===== src/rtl/melody_sequencer.sv =====
// Melody sequencer: walks a fixed 16-entry note ROM and drives the divider and gate of the
// downstream tone generator, with start/stop, looping, rests and an inter-note silent gap.
module melody_sequencer #(
    parameter int TICK  = 6250000,
    parameter int GAP   = 500000,
    parameter int DIV_W = 17
) (
    input  logic             iCLK,
    input  logic             iRST,
    input  logic             iSTART,
    input  logic             iSTOP,
    input  logic             iLOOP,
    output logic [DIV_W-1:0] oDIV,
    output logic             oGATE,
    output logic             oBUSY,
    output logic             oSTEP,
    output logic [3:0]       oIDX
);

    localparam int CNT_W = $clog2(16 * TICK);

    typedef enum logic [1:0] {
        IDLE,
        FETCH,
        PLAY
    } state_t;

    state_t           r_state, w_nextState;
    logic [3:0]       r_idx, w_nextIdx;
    logic [CNT_W-1:0] r_count, w_nextCount;
    logic [CNT_W-1:0] r_last, w_nextLast;
    logic [DIV_W-1:0] r_div, w_nextDiv;
    logic             r_gate, w_nextGate;
    logic             r_step, w_nextStep;

    logic [7:0]       w_entry;
    logic [3:0]       w_code;
    logic [3:0]       w_dur;
    logic             w_isEnd;
    logic [DIV_W-1:0] w_noteDiv;

    // Song ROM, entry = {code, dur}; everything past entry 4 is END.
    always_comb begin
        case (r_idx)
            4'd0:    w_entry = 8'h11;
            4'd1:    w_entry = 8'h51;
            4'd2:    w_entry = 8'h81;
            4'd3:    w_entry = 8'h00;
            4'd4:    w_entry = 8'hA3;
            default: w_entry = 8'hD0;
        endcase
    end

    assign w_code  = w_entry[7:4];
    assign w_dur   = w_entry[3:0];
    assign w_isEnd = (w_code >= 4'd13);

    always_comb begin
        case (w_code)
            4'd1:    w_noteDiv = DIV_W'(95556);
            4'd2:    w_noteDiv = DIV_W'(90193);
            4'd3:    w_noteDiv = DIV_W'(85131);
            4'd4:    w_noteDiv = DIV_W'(80353);
            4'd5:    w_noteDiv = DIV_W'(75843);
            4'd6:    w_noteDiv = DIV_W'(71586);
            4'd7:    w_noteDiv = DIV_W'(67568);
            4'd8:    w_noteDiv = DIV_W'(63776);
            4'd9:    w_noteDiv = DIV_W'(60196);
            4'd10:   w_noteDiv = DIV_W'(56818);
            4'd11:   w_noteDiv = DIV_W'(53629);
            4'd12:   w_noteDiv = DIV_W'(50619);
            default: w_noteDiv = '0;
        endcase
    end

    always_comb begin
        w_nextState = r_state;
        w_nextIdx   = r_idx;
        w_nextCount = r_count;
        w_nextLast  = r_last;
        w_nextDiv   = r_div;
        w_nextGate  = r_gate;
        w_nextStep  = 1'b0;

        case (r_state)
            IDLE: begin
                w_nextDiv   = '0;
                w_nextGate  = 1'b0;
                w_nextCount = '0;
                if (iSTART && !iSTOP) begin
                    w_nextState = FETCH;
                    w_nextIdx   = 4'd0;
                end
            end
            FETCH: begin
                w_nextGate = 1'b0;
                if (w_isEnd) begin
                    if (iLOOP) begin
                        w_nextIdx = 4'd0;
                    end else begin
                        w_nextState = IDLE;
                        w_nextDiv   = '0;
                    end
                end else begin
                    w_nextState = PLAY;
                    w_nextDiv   = w_noteDiv;
                    w_nextCount = '0;
                    // Store L-1 so PLAY only needs equality compares.
                    w_nextLast  = CNT_W'((32'(w_dur) + 32'd1) * 32'(TICK) - 32'd1);
                    w_nextStep  = 1'b1;
                    w_nextGate  = (w_code != 4'd0);
                end
            end
            PLAY: begin
                w_nextCount = r_count + 1'b1;
                if (r_count == r_last - CNT_W'(GAP)) begin
                    w_nextGate = 1'b0;
                end
                if (r_count == r_last) begin
                    w_nextState = FETCH;
                    w_nextIdx   = r_idx + 4'd1;
                    w_nextGate  = 1'b0;
                end
            end
            default: begin
                w_nextState = IDLE;
            end
        endcase

        // Stop wins over every other transition.
        if (iSTOP && (r_state != IDLE)) begin
            w_nextState = IDLE;
            w_nextDiv   = '0;
            w_nextGate  = 1'b0;
            w_nextStep  = 1'b0;
            w_nextCount = '0;
        end
    end

    always_ff @(posedge iCLK) begin
        if (iRST) begin
            r_state <= IDLE;
            r_idx   <= 4'd0;
            r_count <= '0;
            r_last  <= '0;
            r_div   <= '0;
            r_gate  <= 1'b0;
            r_step  <= 1'b0;
        end else begin
            r_state <= w_nextState;
            r_idx   <= w_nextIdx;
            r_count <= w_nextCount;
            r_last  <= w_nextLast;
            r_div   <= w_nextDiv;
            r_gate  <= w_nextGate;
            r_step  <= w_nextStep;
        end
    end

    assign oDIV  = r_div;
    assign oGATE = r_gate;
    assign oBUSY = (r_state != IDLE);
    assign oSTEP = r_step;
    assign oIDX  = r_idx;

endmodule


===== config.mk =====
export PLATFORM = sky130hd
export DESIGN_NAME = melody_sequencer
export DESIGN_NICKNAME = d
export VERILOG_FILES = /design/src/rtl/melody_sequencer.sv
export SDC_FILE = /design/constraint.sdc
export NUM_CORES = 1
export LEC_CHECK = 0
export CORE_UTILIZATION = 44
export DETAILED_ROUTE_END_ITERATION = 12
export SLEW_MARGIN = 10
export SYNTH_ARGS = -nofsm -noshare
export SYNTH_HDL_FRONTEND = slang
export SYNTH_SLANG_ARGS = --single-unit

===== constraint.sdc =====
create_clock -name iCLK -period 3.7 [get_ports iCLK]
set_clock_uncertainty 0.15 [all_clocks]
set_input_delay 0.37 -clock iCLK [delete_from_list [all_inputs] [get_ports iCLK]]
set_output_delay 0.37 -clock iCLK [all_outputs]
set_load 0.02 [all_outputs]

# == After elaboration in Yosys (flattened, before gate mapping) ==
# Memories as Yosys holds them, arrays and structs flattened.
# Cells that the tools add are included.
# totals
in_bits,5
word_cells,70
n_memories,1
reg_bits,79
rom_bits,272
# classes
add_sub_neg,5
order_cmp,1
n_bitwise,2
n_reduce_logical,17
mux,21
mul,1
n_eq_ne,15
# memory_table
name,depth,width,read_ports,rd_clocked_by_memory_dff,wr,line,rtl
(no name shown),16,17,1,0,0,59,case (w_code)
# op_table
op,n
one-hot mux 27 bit (3 select lines),1
equality test 27 bit,2
one-hot mux 8 bit (5 select lines),1
2-to-1 mux 17 bit,2
one-hot mux 17 bit (2 select lines),1
adder 27 x 1 -> 27 bit (second input constant),1
2-to-1 mux 27 bit,1
subtractor 27 x 1 -> 27 bit (second input constant),1
subtractor 27 x 19 -> 27 bit (second input constant),1
multiplier 5 x 19 -> 23 bit (second input constant),1
2-to-1 mux 4 bit,4
one-hot mux 4 bit (3 select lines),1
!= test 2 bit (second input constant),5
equality test 4 x 2 -> 1 bit (second input constant),2
2-to-1 mux 2 bit,4
AND reduction 2 bit,4
!= test 3 bit (second input constant),2
one-hot mux 2 bit (3 select lines),1
adder 4 x 1 -> 5 bit (second input constant),1
AND reduction 5 bit,1
adder 4 x 1 -> 4 bit (second input constant),1
equality test 4 x 1 -> 1 bit (second input constant),1
equality test 4 x 3 -> 1 bit (second input constant),1
>= comparator 4 bit (second input constant),1
15 further kinds,21

# == Depth between registers and ports, before layout ==
# Gate-level depths: netlist of the first run.
# depth
ltp_word,5
mapped_depth,16
ltp_nobuf,13

# == Least setup slack after synthesis of the first run ==
# No wires, ideal clock.
# synth_timing
path_type,reg2reg
startpoint,"reg r_idx[1], in the netlist oIDX[1]"
endpoint,reg r_count[23]
t_required_ns,3.408
path_slack_ns,0.063
stages_incl_launch_ff,16
setup_time_ns,0.142
t_arrival_ns,3.345
path_buffers,4
synth_period_minus_slack_ns,3.637
cell_sequence,dfxtp_1 -> inv_1 -> ha_1 -> clkbuf_1 -> a221o_1 -> buf_2 -> inv_2 -> clkbuf_1 -> nand2_1 -> inv_1 -> ha_1 -> nor2b_1 -> nor3_1 -> o21ai_1 -> buf_2 -> a311oi_1
# synth_between
elab_chain_cells,5
elab_cells_between_ends,9
# synth_rtl
element,line,rtl
from (decl),29,"logic [3:0] r_idx, w_nextIdx;"
from (signal assigned),151,r_idx <= w_nextIdx;
equality test 4 x 3 -> 1 bit (tied with other cells),44,case (r_idx)
one-hot mux 8 bit (5 select lines) (*),44,
>= comparator 4 bit (*),56,assign w_isEnd = (w_code >= 4'd13);
!= test 2 bit (no source line) (*),-,
AND reduction 2 bit (no source line) (*),-,
to (signal assigned),152,r_count <= w_nextCount;
to (decl),30,"logic [CNT_W-1:0] r_count, w_nextCount;"
# Mark *: on every way between the ends. The rest lies on a longest branch, timed or not.
# A chain may end at the register's enable or synchronous reset.

# == Final worst setup path of the first run ==
# layout_timing
startpoint,"reg r_idx[1], in the netlist oIDX[1]"
endpoint,"reg r_div[7], in the netlist oDIV[7]"
# layout_between
elab_chain_cells,5
elab_cells_between_ends,12
# layout_rtl
element,line,rtl
equality test 4 x 3 -> 1 bit (tied with other cells),44,
one-hot mux 8 bit (5 select lines) (*),44,
memory (16 x 17 bit) or >= comparator 4 bit (tied branches),-,
2-to-1 mux 17 bit or != test 3 bit (tied branches),-,
one-hot mux 17 bit (2 select lines) or AND reduction 2 bit (tied branches),-,
to (signal assigned),154,r_div <= w_nextDiv;
to (decl),32,"logic [DIV_W-1:0] r_div, w_nextDiv;"
# Marked as above.

==> results.toml, run 1 <==
[routing]
drtAntennaViolNets = 0
routed_wl_mm = 12.20
route.detailed.drc = 0
drtIter0Drc = 199
vias_per_cell = 5.867
dr.pass1.iters = 4
routedWlPerCell_um = 16.95
num_vias = 4224

[critical_path]
reg2reg_to = "oDIV[7]"
crit_cells = 12
setup.worst_path.end = "oDIV[7]"
crit_type = "flop to flop"
cp-startpoint = "oIDX[1]"
r2r_slack_ps = 400
crit_fanout = 8
cp-end-kind = "flop"
crit_required_ps = 3790
cp_slowest_cell = "dfxtp_1"
r2r_start = "oIDX[1]"
startpoint_type = "flop"
r2r_cells = 12
crit_chain = "inv_1 -> ha_1 -> a221o_1 -> inv_2 -> nand2_1 -> inv_1 -> ha_1 -> nor2b_1 -> nor2_1 -> a41oi_1 -> nor2_1 -> a22o_1"
worstPathArrival_ps = 3390
crit_family = "compound AO/OA/AOI/OAI gates"
max_stage_delay_ps = 400
critPathBufInv = 3

[run]
drv_cap = 0

[cts]
clock_latency_ps = 350
post_cts_resized = 0
path_clk_slew_ps = 70
numCtsBuffers = 9
clock_path_buffers = 2
clock-sinks = 68
tritoncts = "done"
post_cts_buffers = 0
cts_htree_levels = 3
hold_buffers = 0
root_buffer = "clkbuf_8"

[grt]
grt_max_degree = 25
grt_pass1_wl_mm = 19.77
antenna_found_initial = 0
grt_pass1_vias = 3937
grt_util_all_layers = 0.2470
grt_overflow = 0

[placed_design]
dp_hpwl_mm = 8.838
portBuffers = 28
placed_cell_area_um2 = 4776
dp_cells = 704
gp_congestion = 0.8867

[power_and_ir_drop]
p_clk_frac = 0.379
power_report.internal_total_mw = 1.276
p_sw_mw = 0.5273
power_density_nw_per_um2 = 361.1
pwr-share-seq = 0.441
power.leakage_nw = 1.933
switching_share = 0.2925
combPwrFrac = 0.181
peakVddDrop_uv = 200.8

[synthesis]
synth_edf_count = 0
ys_top_cells_by_area = "dfxtp_1 31%, ha_1 6.0%, nor2_1 5.6%, a21oi_1 5.4%, xor2_1 5.2%"
synth_ff_type = "dfxtp_1"
synth-seq-area-share = 0.3100
yosys_warnings = 0
ys_ff_latch = 68
async_flop_share = 0
synth_area_per_cell_um2 = 7.718
ys_types = 65
synth_top_area_frac = 0.3100
mappedNetlistArea_um2 = 4392
synth_nets = 595
yosys.area.top_type = "dfxtp_1"
syn_inst = 569

[status]
run_status = "completed"

[sta]
slew_headroom = 0.4657
fin_crit_sh = 0.8915
grt_setup_unrepaired = "false"
worst_slew_pin_slew_ps = 797.8
setup_viol = 0
timing.hold.ws_ps = 308.0
tns_ps = 0
fmax_mhz = 303.2
finalHoldViolations = 0
min_period_ps = 3298
finalMaxSlewViolations = 0

[cells_and_area]
drive_above_1_share = 0.06814
fin_util = 0.5131
diodes = 0
area_delta_synth_final_pct = 13.68
final_area_um2 = 4992
layout.cells.most_common_list = "68 x dfxtp_1, 66 x nor2_1, 47 x a21oi_1, 43 x nand2_1, 37 x o21ai_0"
final_cell_count_no_fill = 720
finalNetCount = 608
mostFrequentLayoutCell = "dfxtp_1"

[worst_hold_path]
holdPathStages = 1
min_path_type = "flop to flop"

[floorplanning]
core_area_um2 = 9729
core.rowCount = 36
dieArea_um2 = 10380
initial_core_util = 0.4514
die_w_um = 101.9
io_pins = 29
die_h_um = 101.9
-- how the worst min path moves through the flow --
stage,endpoint,slack (ps),start
6_report,oDIV[15],310,oDIV[15]
2_1_floorplan,r_last[26],300,r_last[26]
5_1_grt,oDIV[15],320,oDIV[15]
3_3_place_gp,oDIV[0],300,oDIV[0]
3_5_place_dp,oDIV[15],290,oDIV[15]
4_1_cts,oDIV[15],310,oDIV[15]
-- sequential cells by signal, summed over array words and instances, names as in the netlist --
name,flops
r_count,27
r_last,16
oSTEP,1
oDIV,17
oIDX,4
r_state,2
oGATE,1
-- metrics by stage --
step / power, mW / worst slack [ps]
final: 1.803 / 401.5
after global routing: 1.897 / 63.27
after floorplan: 1.030 / 63.08
after CTS: 1.818 / 401.7
after global placement: 1.131 / 529.1
after detailed placement: 1.132 / 415.8
-- cell usage after synthesis, types with 9 or more instances --
master,n
ha_1,21
inv_1,17
nand3_1,20
xnor2_1,9
a211oi_1,9
xor2_1,26
nand2_1,43
o21ai_0,37
a31oi_1,10
clkbuf_1,30
a21oi_1,47
nor2_1,66
dfxtp_1,68
a311oi_1,9
nor3_1,14
nor4_1,9
nand4_1,13
-- metal layers --
layer,global-route usage,part of all wire,wire length (µm),vias to the layer above
met4,0.08352,0.013,158,0
met3,0.04651,0.036,442,9
li1,-,-,-,2099
met5,0,0,0,-
met1,0.3333,0.49,5929,2025
met2,0.3960,0.46,5671,91
-- layout make-up --
type | instances | area, µm²
Fill cell | 978 | 4737
Multi-Input combinational cell | 444 | 2803
Sequential cell | 68 | 1361
Timing Repair Buffer | 41 | 377.9
Tap cell | 133 | 166.4
Clock buffer | 11 | 141.4
Clock inverter | 5 | 75.07
Inverter | 18 | 67.56
-- logic make-up (layout without fill, tap and decap cells) --
logic type	Yosys count	after routing	share of synthesized area
AOI/OAI and AO/OA	172	172	0.2576
buffers and inverters	57	75	0.05242
adders and majority gates	21	21	0.05983
DFF	68	68	0.3100
xor gates and xnor gates	35	35	0.06980
and+or+nand+nor	214	214	0.2459
muxes	2	2	0.004559
-- power groups by stage --
stage	combinational [mW]	clock (mW)	sequential (mW)
4_1_cts	0.323	0.701	0.794
3_3_place_gp	0.320	0	0.811
5_1_grt	0.359	0.739	0.800
2_1_floorplan	0.235	0	0.795
3_5_place_dp	0.322	0	0.811
6_report	0.325	0.683	0.795
Power figures use the tool's default switching activity.
==> run 2: changes to the inputs <==
--- a/config.mk
+++ b/config.mk
@@ -5,8 +5,11 @@
 export SDC_FILE = /design/constraint.sdc
 export NUM_CORES = 1
 export LEC_CHECK = 0
+export CORE_MARGIN = 5
 export CORE_UTILIZATION = 44
+export CTS_BUF_LIST = sky130_fd_sc_hd__clkbuf_16
 export DETAILED_ROUTE_END_ITERATION = 12
+export SETUP_SLACK_MARGIN = 0.05
 export SLEW_MARGIN = 10
 export SYNTH_ARGS = -nofsm -noshare
 export SYNTH_HDL_FRONTEND = slang
==> run 2 against run 1 <==
Compared with the run above:
- routed wire length is 2.2% higher
- critical path type unchanged
- register-to-register slack worse by 70 ps
- global-route usage is 2.7 points lower
- maximum frequency is 2.1% lower
==> results.toml, run 2 (synthesized netlist as in run 1, its figures left out) <==
[status]
run_status = "completed"

[power_and_ir_drop]
power_density_nw_per_um2 = 374.4
peakVddDrop_uv = 255.5
combPwrFrac = 0.173
p_sw_mw = 0.5632
power.leakage_nw = 1.936
power_report.internal_total_mw = 1.325
switching_share = 0.2983
p_clk_frac = 0.404
pwr-share-seq = 0.422

[cells_and_area]
largest_register_ffs = 27
mostFrequentLayoutCell = "dfxtp_1"
drive_above_1_share = 0.06507
top_register = "r_count"
layout.cells.most_common_list = "68 x dfxtp_1, 66 x nor2_1, 47 x a21oi_1, 43 x nand2_1, 37 x o21ai_0"
finalNetCount = 606
diodes = 0
final_cell_count_no_fill = 717
area_delta_synth_final_pct = 14.84

[sta]
finalMaxSlewViolations = 0
fin_crit_sh = 0.9109
fmax_mhz = 296.7
finalHoldViolations = 0
tns_ps = 0
worst_slew_pin_slew_ps = 580.6
min_period_ps = 3370
setup_viol = 0
slew_headroom = 0.6124
grt_setup_unrepaired = "false"

[cts]
numCtsBuffers = 9
root_buffer = "clkbuf_16"
clock_latency_ps = 340
cts_htree_levels = 3
post_cts_resized = 0
path_clk_slew_ps = 60
tritoncts = "done"
hold_buffers = 0
clock-sinks = 68
clock_path_buffers = 2
post_cts_buffers = 0

[routing]
vias_per_cell = 5.971
drtAntennaViolNets = 0
routed_wl_mm = 12.47
route.detailed.drc = 0
num_vias = 4281
drtIter0Drc = 318
dr.pass1.iters = 5
routedWlPerCell_um = 17.39

[grt]
grt_util_all_layers = 0.2199
antenna_found_initial = 0
grt_overflow = 0
grt_pass1_vias = 4059
grt_max_degree = 34
grt_pass1_wl_mm = 20.71

[floorplanning]
die_h_um = 109.9
io_pins = 29
die_w_um = 109.9
core.rowCount = 36
initial_core_util = 0.4493
dieArea_um2 = 12080
core_area_um2 = 9774

[critical_path]
crit_required_ps = 3790
cp-end-kind = "flop"
worstPathArrival_ps = 3470
crit_fanout = 10
startpoint_type = "flop"
crit_type = "flop to flop"

[placed_design]
portBuffers = 28
gp_congestion = 0.9566
dp_hpwl_mm = 8.892
dp_cells = 702

[run]
drv_cap = 0

[worst_hold_path]
min_path_type = "flop to flop"
## run 2: per-layer routing
layer  share of wire  global-route usage
met4           0.024             0.09172
met1            0.45              0.2896
met3           0.056             0.05167
met2            0.46              0.3436
met5               0                   0
## run 2: metrics by stage
| step | power, mW | setup WS [ps] | cell area (µm²) | util | hold WS (ps) |
|---|---|---|---|---|---|
| after CTS | 1.898 | 191.3 | 5032 | 0.5148 | 313.5 |
| after detailed placement | 1.134 | 195.2 | 4773 | 0.4884 | 294.4 |
| after global placement | 1.132 | 383.1 | 4773 | 0.4884 | 289.6 |
| final | 1.888 | 329.7 | 5044 | 0.5160 | 309.2 |
| after floorplan | 1.030 | 63.08 | 4392 | - | 300.4 |
| after global routing | 1.969 | 53.87 | 5044 | 0.5160 | 336.5 |
## run 2: cell type report
class / count / area (µm²)
clock buffers: 9 / 225.2
clock inverters: 6 / 33.78
fillers: 985 / 4731
inverters: 18 / 67.56
multi-input cells: 444 / 2814
flip-flops and latches: 68 / 1361
well taps: 133 / 166.4
repair buffers: 39 / 375.4
## run 2: final timing paths
kind,to,cells after the start,from,slack (ps)
setup / recovery,r_last[17],13,oIDX[0],330
hold / removal,oDIV[5],1,oDIV[5],310
setup reg to reg,r_last[17],13,oIDX[0],330
hold reg to reg,oDIV[5],1,oDIV[5],310
## run 2: worst max-delay path: stages, from the launching register on
cell	delay [ps]
dfxtp_1	420
inv_1	110
ha_1	260
o21bai_1	170
a221o_1	370
inv_2	70
nand2_1	150
inv_1	120
ha_1	220
nor2b_2	200
o31ai_1	470
buf_4	270
nor2_1	70
a211oi_1	220
## run 2: power groups by stage
stage | clock [mW] | sequential, mW | combinational [mW]
global placement | 0 | 0.812 | 0.320
global route | 0.805 | 0.801 | 0.362
CTS | 0.777 | 0.797 | 0.325
floorplan | 0 | 0.795 | 0.235
finish | 0.763 | 0.798 | 0.327
detailed placement | 0 | 0.812 | 0.322
